<file path="src/rtl/hall_call_dispatcher.sv">
// hall_call_dispatcher: per-floor hall call FSMs with round-robin, cost-based dispatch to two cars
module hall_call_dispatcher #(
  parameter int TIMEOUT = 64
) (
  input  logic       clk,
  input  logic       reset,
  input  logic [4:0] hall_req,
  input  logic [2:0] ffloor,
  input  logic [2:0] sfloor,
  input  logic       fgoing_up,
  input  logic       fgoing_down,
  input  logic       sgoing_up,
  input  logic       sgoing_down,
  input  logic       fdoor_open,
  input  logic       sdoor_open,
  output logic [4:0] fassign,
  output logic [4:0] sassign,
  output logic [4:0] hall_lamp,
  output logic       busy
);
  typedef enum logic [1:0] {IDLE, PENDING, ASG_F, ASG_S} st_t;
  st_t        st     [0:4];
  st_t        st_nx  [0:4];
  logic [7:0] cnt    [0:4];
  logic [7:0] cnt_nx [0:4];
  logic [4:0] re, re_nx, own, own_nx, svc, pend_ok, is_f, is_s, is_p;
  logic [2:0] ptr, ptr_nx, sel;
  logic       tie, tie_nx, found, to_s;
  logic [3:0] fcost, scost;

  // Out-of-range car floors cost as floor 5; conflicting direction flags count as idle.
  function automatic logic [3:0] cost(input logic [2:0] cf_raw, input logic up, input logic dn,
                                      input logic [2:0] k);
    logic [2:0] cf;
    logic [3:0] d;
    logic       mu, md;
    cf = (cf_raw >= 3'd1 && cf_raw <= 3'd5) ? cf_raw : 3'd5;
    d  = cf > k ? {1'b0, cf - k} : {1'b0, k - cf};
    mu = up & ~dn;
    md = dn & ~up;
    return ((~mu & ~md) || (mu && k > cf) || (md && k < cf)) ? d : d + 4'd4;
  endfunction

  // Floor index i steps after p, wrapping 4 -> 0.
  function automatic logic [2:0] rr(input logic [2:0] p, input logic [2:0] i);
    logic [3:0] s;
    s = {1'b0, p} + {1'b0, i};
    return s >= 4'd5 ? 3'(s - 4'd5) : s[2:0];
  endfunction

  // Service matches and per-floor state decodes feeding dispatch and the output register.
  always_comb begin
    for (int k = 0; k < 5; k++) begin
      svc[k]     = (ffloor == 3'(k + 1) && fdoor_open) || (sfloor == 3'(k + 1) && sdoor_open);
      pend_ok[k] = st[k] == PENDING && !svc[k];
      is_f[k]    = st[k] == ASG_F;
      is_s[k]    = st[k] == ASG_S;
      is_p[k]    = st[k] == PENDING;
    end
  end

  // Round-robin pick of one pending floor, car choice, and per-floor next state.
  always_comb begin
    ptr_nx = ptr;
    tie_nx = tie;
    re_nx  = re;
    own_nx = own;
    found  = 1'b0;
    sel    = 3'd0;
    for (int i = 1; i <= 5; i++) begin
      if (!found && pend_ok[rr(ptr, 3'(i))]) begin
        found = 1'b1;
        sel   = rr(ptr, 3'(i));
      end
    end
    fcost = cost(ffloor, fgoing_up, fgoing_down, sel + 3'd1);
    scost = cost(sfloor, sgoing_up, sgoing_down, sel + 3'd1);
    to_s  = re[sel] ? ~own[sel] : fcost != scost ? scost < fcost : tie;
    if (found) begin
      ptr_nx      = sel;
      tie_nx      = (!re[sel] && fcost == scost) ? ~tie : tie;
      own_nx[sel] = to_s;
    end
    for (int k = 0; k < 5; k++) begin
      st_nx[k]  = st[k];
      cnt_nx[k] = cnt[k];
      if (st[k] == IDLE && hall_req[k]) begin
        st_nx[k] = PENDING;
      end else if (st[k] == PENDING && found && sel == 3'(k)) begin
        st_nx[k]  = to_s ? ASG_S : ASG_F;
        cnt_nx[k] = 8'd0;
      end else if (st[k] == ASG_F || st[k] == ASG_S) begin
        if (!re[k] && cnt[k] == 8'(TIMEOUT - 1)) begin
          st_nx[k]  = PENDING;
          re_nx[k]  = 1'b1;
          cnt_nx[k] = 8'd0;
        end else begin
          cnt_nx[k] = cnt[k] == 8'hff ? cnt[k] : cnt[k] + 8'd1;
        end
      end
      if (svc[k]) begin
        st_nx[k]  = IDLE;
        cnt_nx[k] = 8'd0;
        re_nx[k]  = 1'b0;
      end
    end
  end

  // Call state, RR pointer (resets to floor 5) and tie-break flop (resets to car F).
  always_ff @(posedge clk or negedge reset) begin
    if (!reset) begin
      for (int k = 0; k < 5; k++) begin
        st[k]  <= IDLE;
        cnt[k] <= 8'd0;
      end
      re  <= '0;
      own <= '0;
      ptr <= 3'd4;
      tie <= 1'b0;
    end else begin
      for (int k = 0; k < 5; k++) begin
        st[k]  <= st_nx[k];
        cnt[k] <= cnt_nx[k];
      end
      re  <= re_nx;
      own <= own_nx;
      ptr <= ptr_nx;
      tie <= tie_nx;
    end
  end

  // Registered view of the call state, one cycle behind it.
  always_ff @(posedge clk or negedge reset) begin
    if (!reset) begin
      fassign   <= '0;
      sassign   <= '0;
      hall_lamp <= '0;
      busy      <= 1'b0;
    end else begin
      fassign   <= is_f;
      sassign   <= is_s;
      hall_lamp <= is_f | is_s | is_p;
      busy      <= |is_p;
    end
  end
endmodule

</file>
<file path="config.mk">
export PLATFORM = sky130hd
export DESIGN_NAME = hall_call_dispatcher
export DESIGN_NICKNAME = d
export VERILOG_FILES = /design/src/rtl/hall_call_dispatcher.sv
export SDC_FILE = /design/constraint.sdc
export NUM_CORES = 1
export LEC_CHECK = 0
export CORE_MARGIN = 10
export CORE_UTILIZATION = 62
export CTS_BUF_LIST = sky130_fd_sc_hd__clkbuf_8
export DETAILED_ROUTE_END_ITERATION = 8
export GPL_TIMING_DRIVEN = 0
export PLACE_DENSITY = 0.85
export RECOVER_POWER = 25
export SYNTH_ARGS = -nofsm -noshare
export SYNTH_HDL_FRONTEND = slang
export SYNTH_SLANG_ARGS = --single-unit
</file>
<file path="constraint.sdc">
create_clock -name clk -period 9.95 [get_ports clk]
set_input_delay 1.99 -clock clk [delete_from_list [all_inputs] [get_ports clk]]
set_output_delay 1.99 -clock clk [all_outputs]
set_load 0.005 [all_outputs]
</file>
==> run metrics, run 1 <==
Worst R2R Path Depth 30; IO Port Bufs 34; CP Class in -> reg; antenna violations before repair 0; CTS Sinks 80; count of instances resized after the clock tree is built 0; most common cell type on the critical path sky130_fd_sc_hd__ha_1; layout cell share with drive strength beyond 1 0.0718; library cell with the largest summed area after synthesis sky130_fd_sc_hd__dfrtp_1; most frequent cell after synthesis sky130_fd_sc_hd__dfrtp_1; root buffer cell sky130_fd_sc_hd__clkbuf_8; number of global-route vias before repair 4830; clock latency on the worst-skew pair 0.36 ns; startpoint class of the critical path primary input; drt first pass iters 5; number of setup buffers added after CTS 0; largest net degree at the start of global routing 54; worst reg-to-reg setup slack 1.36 ns; endpoint type of the worst setup path register; largest buffer count on any clock path 2; path class of the lowest-slack min-delay path reg -> reg; Cells on Worst Hold Path 1; footprint of the multi-input gates 3400 µm²; setup skew after layout 0.0174 ns; iteration-0 DRC count of the detailed router 460; Netlist cell types 74; Die Span Y 115 µm; portion of the post-synthesis area used by sequential elements 0.361; arrival time reported for the critical path endpoint 9.61 ns; post-detailed-route wirelength per cell 16.6 µm; clk slew on worst S/H paths 0.08 ns; synthesis-to-layout area growth 12.5%; Min Clock Period, post-route 9.32 ns; pins over their slew limit 54; placement row count 34; commonest cells in the synthesized netlist 79 x sky130_fd_sc_hd__dfrtp_1, 50 x sky130_fd_sc_hd__o21ai_0, 46 x sky130_fd_sc_hd__nand2_1, 46 x sky130_fd_sc_hd__nor2_1, 40 x sky130_fd_sc_hd__a21oi_1; start point of the critical path ffloor[1]; number of synthesized flops with an enable pin 0; data required time of the worst path 10.24 ns; final routed wirelength across all metal layers 13100 µm; number of diodes 0; leading register cell type out of synthesis sky130_fd_sc_hd__dfrtp_1; share of Yosys cell area claimed by the top area cell type 0.356; biggest area contributors in the synthesized netlist sky130_fd_sc_hd__dfrtp_1 36%, sky130_fd_sc_hd__ha_1 8.1%, sky130_fd_sc_hd__o21ai_0 4.5%; Reg area 2000 µm²; synthesized area divided by synthesized cell count 8.81 µm²; hold violation total from the final report 0; RR Endpoint own[1]; async set-reset flop share out of synthesis 1.00; DRC viols 0; yosys warns 0; Nets 734; count of boundary I/O pins 35; termination of the worst setup path own[1]; detail-routed via count per cell 6.29; Crit-path slowest cell sky130_fd_sc_hd__clkdlybuf4s50_1; unrepaired setup endpoints after global routing no; number of levels in the clock H-tree 3; Die Footprint 13100 µm²; total overflow reported by the global router 0; clock tree from TritonCTS done; Crit path max-delay family compound AO/OA/AOI/OAI gates; worst hold margin 0.479 ns; post-synth net total 688; Post-Synthesis Cell Area 5560 µm²; Die Wd 115 µm; number of nets with antenna violations after detailed routing 0; core region area 8720 µm²; beginning of the worst register-to-register path ptr[0]; achievable frequency 107 MHz; Fillers 666; failing checks capacitance limit, slew limit; starting utilization of the core area 0.637; Max-slew headroom -0.829; global-route wire length before repair 22300 µm; post-detailed-placement half-perimeter wirelength 9970 µm; routed vias 4973; sum of buffers and inverters on the critical path 4; pin slew with the least headroom to its limit 2.74 ns; overall track demand over capacity in global routing 0.202; critical path peak fanout 8; number of max-capacitance violations reported 1; number of synthesized register bits 80; total CTS buffers 9; part of the cycle the worst path needs 0.936; longest individual stage delay on the worst path 0.67 ns; setup TNS 0 ns; count of mapped cells out of synthesis 631; Final setup violation count 0; final weighted congestion of routability-driven global placement 0.935; outcome finished, violations left; CP Depth 27; CTS Hold Buffers Added 0
## per-layer routing
metal	global-route usage	share of wire	up-vias
met2	0.356	0.53	151
met4	0.0668	0.018	0
met3	0.0377	0.043	21
li1	-	-	2411
met5	0	0	-
met1	0.241	0.41	2390
## layout by cell type, fill, tap and decap left out, types with 3 or more instances in the layout
master	Yosys	layout
sky130_fd_sc_hd__o211ai_1	4	4
sky130_fd_sc_hd__a21oi_1	40	40
sky130_fd_sc_hd__mux2i_1	7	7
sky130_fd_sc_hd__o31ai_1	14	14
sky130_fd_sc_hd__nand2_1	46	46
sky130_fd_sc_hd__o21ai_1	3	3
sky130_fd_sc_hd__nor3b_1	4	4
sky130_fd_sc_hd__clkbuf_8	0	10
sky130_fd_sc_hd__dfrtp_1	79	79
sky130_fd_sc_hd__a31oi_1	9	9
sky130_fd_sc_hd__nor2b_1	19	19
sky130_fd_sc_hd__mux2_2	9	9
sky130_fd_sc_hd__ha_1	36	36
sky130_fd_sc_hd__nand4_1	3	3
sky130_fd_sc_hd__a21o_1	11	11
sky130_fd_sc_hd__o31a_1	3	3
sky130_fd_sc_hd__and3_1	25	25
sky130_fd_sc_hd__or2_2	8	8
sky130_fd_sc_hd__o22ai_1	7	7
sky130_fd_sc_hd__a31o_2	3	3
sky130_fd_sc_hd__nand2b_1	20	20
sky130_fd_sc_hd__inv_1	31	31
sky130_fd_sc_hd__and2_1	12	10
sky130_fd_sc_hd__clkbuf_1	7	9
sky130_fd_sc_hd__a211o_1	4	4
sky130_fd_sc_hd__o21ai_0	50	50
sky130_fd_sc_hd__buf_1	4	4
sky130_fd_sc_hd__nor2_1	46	46
sky130_fd_sc_hd__clkdlybuf4s50_1	0	33
sky130_fd_sc_hd__o21a_1	13	13
sky130_fd_sc_hd__nor3_1	11	11
sky130_fd_sc_hd__a211oi_1	4	4
sky130_fd_sc_hd__nand3_1	25	25
sky130_fd_sc_hd__xor2_1	4	4
sky130_fd_sc_hd__or3_1	8	8
sky130_fd_sc_hd__xnor2_1	6	6
sky130_fd_sc_hd__nor4_1	5	5
sky130_fd_sc_hd__o22a_1	3	3
## state kept, by name, indices dropped and copies added (netlist names)
name,count
re,5
ptr,3
busy,1
st,10
hall_lamp,5
own,5
cnt,40
tie,1
sassign,5
fassign,5
## area by class of cell
cell class,count,share of cell area
Timing Repair Buffer,35,0.0540
Clock buffer,10,0.0220
Tap cell,108,0.0216
Clock inverter,6,0.0116
Multi-Input combinational cell,507,0.544
Inverter,32,0.0192
Buffer,12,0.00740
Sequential cell,80,0.320
## how the worst min path moves through the flow
stage                      start    endpoint  slack, ns
after floorplan            st[6]  fassign[1]       0.44
after global placement    own[4]      own[4]       0.46
after detailed placement     tie         tie       0.47
after CTS                    tie         tie       0.48
after global routing         tie         tie       0.51
final                        tie         tie       0.48
## cell families (layout without fill, tap and decap cells)
| logic type | Yosys count | after routing | synth area share |
|---|---|---|---|
| DFF | 80 | 80 | 0.361 |
| AOI/OAI and AO/OA | 196 | 196 | 0.235 |
| and+or+nand+nor | 244 | 244 | 0.234 |
| buffers and inverters | 44 | 95 | 0.0299 |
| adders and majority gates | 40 | 40 | 0.0919 |
| xor gates and xnor gates | 10 | 10 | 0.0158 |
| muxes | 17 | 17 | 0.0336 |
## per-stage QoR
| stage | cell area, µm² | utilization | instances | worst slack [ns] |
|---|---|---|---|---|
| 6_report | 6250 | 0.717 | 790 | 0.633 |
| 5_1_grt | 6250 | 0.717 | 790 | 0.108 |
| 4_1_cts | 6270 | 0.719 | 790 | 0.619 |
| 3_5_place_dp | 6060 | 0.695 | 774 | 0.267 |
| 3_3_place_gp | 6030 | 0.692 | 773 | 0.404 |
| 2_1_floorplan | 5560 | - | 631 | 2.34 |
Power of run 1 is left out: the tool's default activity adds up to more than one toggle a clock period on the data nets, which glitch-free logic cannot reach.
==> run 2, diff against run 1 <==
- CORE_MARGIN: 10 -> default
- PLACE_DENSITY: 0.85 -> 0.83
==> run 2 against run 1 <==
Effect of this change:
- the flow still finishes with violations (capacitance limit, slew limit)
- via count shrank 0.42%
- non-clock buffer count unchanged
- register-to-register slack worse by 0.13 ns
- die area is 29% lower
- first-iteration DRC count down 42%
- utilization grew 0.19 points
- routed wire length is 4.5% lower
- sequential share of layout area grew 0.071 points
- final area down 0.22%
- maximum frequency decreased by 3.2%
- sequential cell count unchanged
- critical endpoint is now st[2]
==> run metrics, run 2 (synthesis results as in run 1) <==
outcome finished, violations left; failing checks capacitance limit, slew limit; count of instances resized after the clock tree is built 0 (unchanged); startpoint class of the critical path primary input; overall track demand over capacity in global routing 0.272 (+0.0695); detail-routed via count per cell 6.27 (-0.42%); synthesis-to-layout area growth 12.3%; largest registers ranked by flip-flop count cnt x40, st x10; number of global-route vias before repair 4646 (-3.8%); post-detailed-route wirelength per cell 15.8 µm (-4.5%); pin slew with the least headroom to its limit 3.46 ns (+0.718 ns); number of max-capacitance violations reported 1 (unchanged); post-detailed-placement half-perimeter wirelength 9330 µm (-6.4%); critical path peak fanout 9 (+1); final weighted congestion of routability-driven global placement 0.870 (-6.9%); placement row count 34 (unchanged); layout cell share with drive strength beyond 1 0.0689 (-0.00293); number of levels in the clock H-tree 3 (unchanged); setup TNS 0 ns (unchanged); clock latency on the worst-skew pair 0.35 ns (about the same); Final setup violation count 0 (unchanged); final std cell area, no fill 6240 µm² (-0.22%); data required time of the worst path 10.20 ns (-0.04 ns); Nets 734 (unchanged); count of boundary I/O pins 35 (unchanged); clk slew on worst S/H paths 0.08 ns (about the same); number of diodes 0 (unchanged); Die Footprint 9350 µm² (-29%); total overflow reported by the global router 0 (unchanged); number of setup buffers added after CTS 0 (unchanged); number of flip-flops under the largest register name 40 (unchanged); Max-slew headroom -1.31 (-0.479); hold violation total from the final report 0 (unchanged); largest net degree at the start of global routing 68 (+26%); largest buffer count on any clock path 2 (unchanged); register with the most flip-flops cnt; total CTS buffers 9 (unchanged); clock tree from TritonCTS done; pins over their slew limit 68 (+26%); setup skew after layout 0.0116 ns (-0.00581 ns); number of nets with antenna violations after detailed routing 0 (unchanged); commonest cells after routing, fill and taps aside 79 x sky130_fd_sc_hd__dfrtp_1, 50 x sky130_fd_sc_hd__o21ai_0, 46 x sky130_fd_sc_hd__nand2_1, 46 x sky130_fd_sc_hd__nor2_1, 40 x sky130_fd_sc_hd__a21oi_1; core region area 8680 µm² (-0.49%); cell count after placement 774 (unchanged); starting utilization of the core area 0.640 (+0.00312); CP Class in -> reg; DRC viols 0 (unchanged); root buffer cell sky130_fd_sc_hd__clkbuf_8; global-route wire length before repair 21100 µm (-5.3%); cell area after placement 6060 µm² (unchanged); endpoint type of the worst setup path register; CTS Hold Buffers Added 0 (unchanged); Die Span Y 96.7 µm (-16%); unrepaired setup endpoints after global routing no; CTS Sinks 80 (unchanged); path class of the lowest-slack min-delay path reg -> reg; Min Clock Period, post-route 9.62 ns (+0.303 ns); routed vias 4952 (-0.42%); number of standard cells in the layout, taps in and fillers out 790 (unchanged); arrival time reported for the critical path endpoint 9.87 ns (+0.26 ns); part of the cycle the worst path needs 0.967 (+0.0305); drt first pass iters 5 (unchanged); commonest non-fill, non-tap cell in the layout sky130_fd_sc_hd__dfrtp_1; achievable frequency 104 MHz (-3.2%); iteration-0 DRC count of the detailed router 266 (-42%); final routed wirelength across all metal layers 12500 µm (-4.5%); IO Port Bufs 34 (unchanged); antenna violations before repair 0 (unchanged); Die Wd 96.7 µm (-16%)
[run 2: cell count changes in the layout (fill, tap and decap cells not counted)]
cell	delta
sky130_fd_sc_hd__o221ai_1	+1
sky130_fd_sc_hd__o221ai_2	-1
sky130_fd_sc_hd__o311ai_1	+1
sky130_fd_sc_hd__o311ai_2	-1
[run 2: critical path, cell delays in order]
cell	delay [ns]
sky130_fd_sc_hd__clkdlybuf4s50_1	0.65
sky130_fd_sc_hd__nand2b_1	0.19
sky130_fd_sc_hd__o221ai_1	0.65
sky130_fd_sc_hd__nor2_1	0.11
sky130_fd_sc_hd__o311ai_1	0.47
sky130_fd_sc_hd__o21ai_1	0.24
sky130_fd_sc_hd__nor2_1	0.34
sky130_fd_sc_hd__a22oi_1	0.23
sky130_fd_sc_hd__nor2_1	0.62
sky130_fd_sc_hd__inv_1	0.35
sky130_fd_sc_hd__ha_1	0.45
sky130_fd_sc_hd__inv_1	0.17
sky130_fd_sc_hd__ha_1	0.38
sky130_fd_sc_hd__inv_1	0.06
sky130_fd_sc_hd__o21ai_0	0.20
sky130_fd_sc_hd__nand2_1	0.09
sky130_fd_sc_hd__a21boi_0	0.36
sky130_fd_sc_hd__nor2_1	0.11
sky130_fd_sc_hd__a31o_2	0.25
sky130_fd_sc_hd__xnor2_1	0.12
sky130_fd_sc_hd__ha_1	0.29
sky130_fd_sc_hd__ha_1	0.31
sky130_fd_sc_hd__a21o_1	0.18
sky130_fd_sc_hd__a211oi_1	0.31
sky130_fd_sc_hd__a21oi_1	0.09
sky130_fd_sc_hd__mux2_2	0.34
sky130_fd_sc_hd__a211oi_1	0.28
[run 2: area by class of cell]
type	instances	area, µm²
fillers	652	2440
clock inverters	6	72.6
repair buffers	35	338
clock buffers	10	138
plain buffers	12	46.3
flip-flops and latches	80	2000
inverters	32	120
multi-input cells	507	3390
well taps	108	135
[run 2: final timing paths]
| kind | to | cells after the start | from | slack (ns) |
|---|---|---|---|---|
| min in group asynchronous | cnt[11] | 1 | reset | 1.65 |
| worst max-delay path | st[2] | 27 | sfloor[2] | 0.33 |
| worst max register to register | st[2] | 30 | ptr[0] | 1.23 |
| worst min register to register | tie | 1 | tie | 0.49 |
| worst min-delay path | tie | 1 | tie | 0.49 |
| max in group asynchronous | st[0] | 2 | reset | 4.59 |
[run 2: metal layers]
metal,vias to the layer above,routed length (µm),track usage
li1,2411,-,-
met1,2388,5520,0.355
met2,126,6240,0.464
met3,27,465,0.0361
met4,0,277,0.0953
met5,-,0,0
[run 2: metrics by stage]
stage	worst slack, ns	util	hold WS, ns
3_3_place_gp	0.467	0.695	0.462
2_1_floorplan	2.34	-	0.443
4_1_cts	0.586	0.722	0.487
3_5_place_dp	0.231	0.698	0.472
5_1_grt	0.106	0.719	0.495
6_report	0.329	0.719	0.489
Power of run 2 is left out for the same reason.
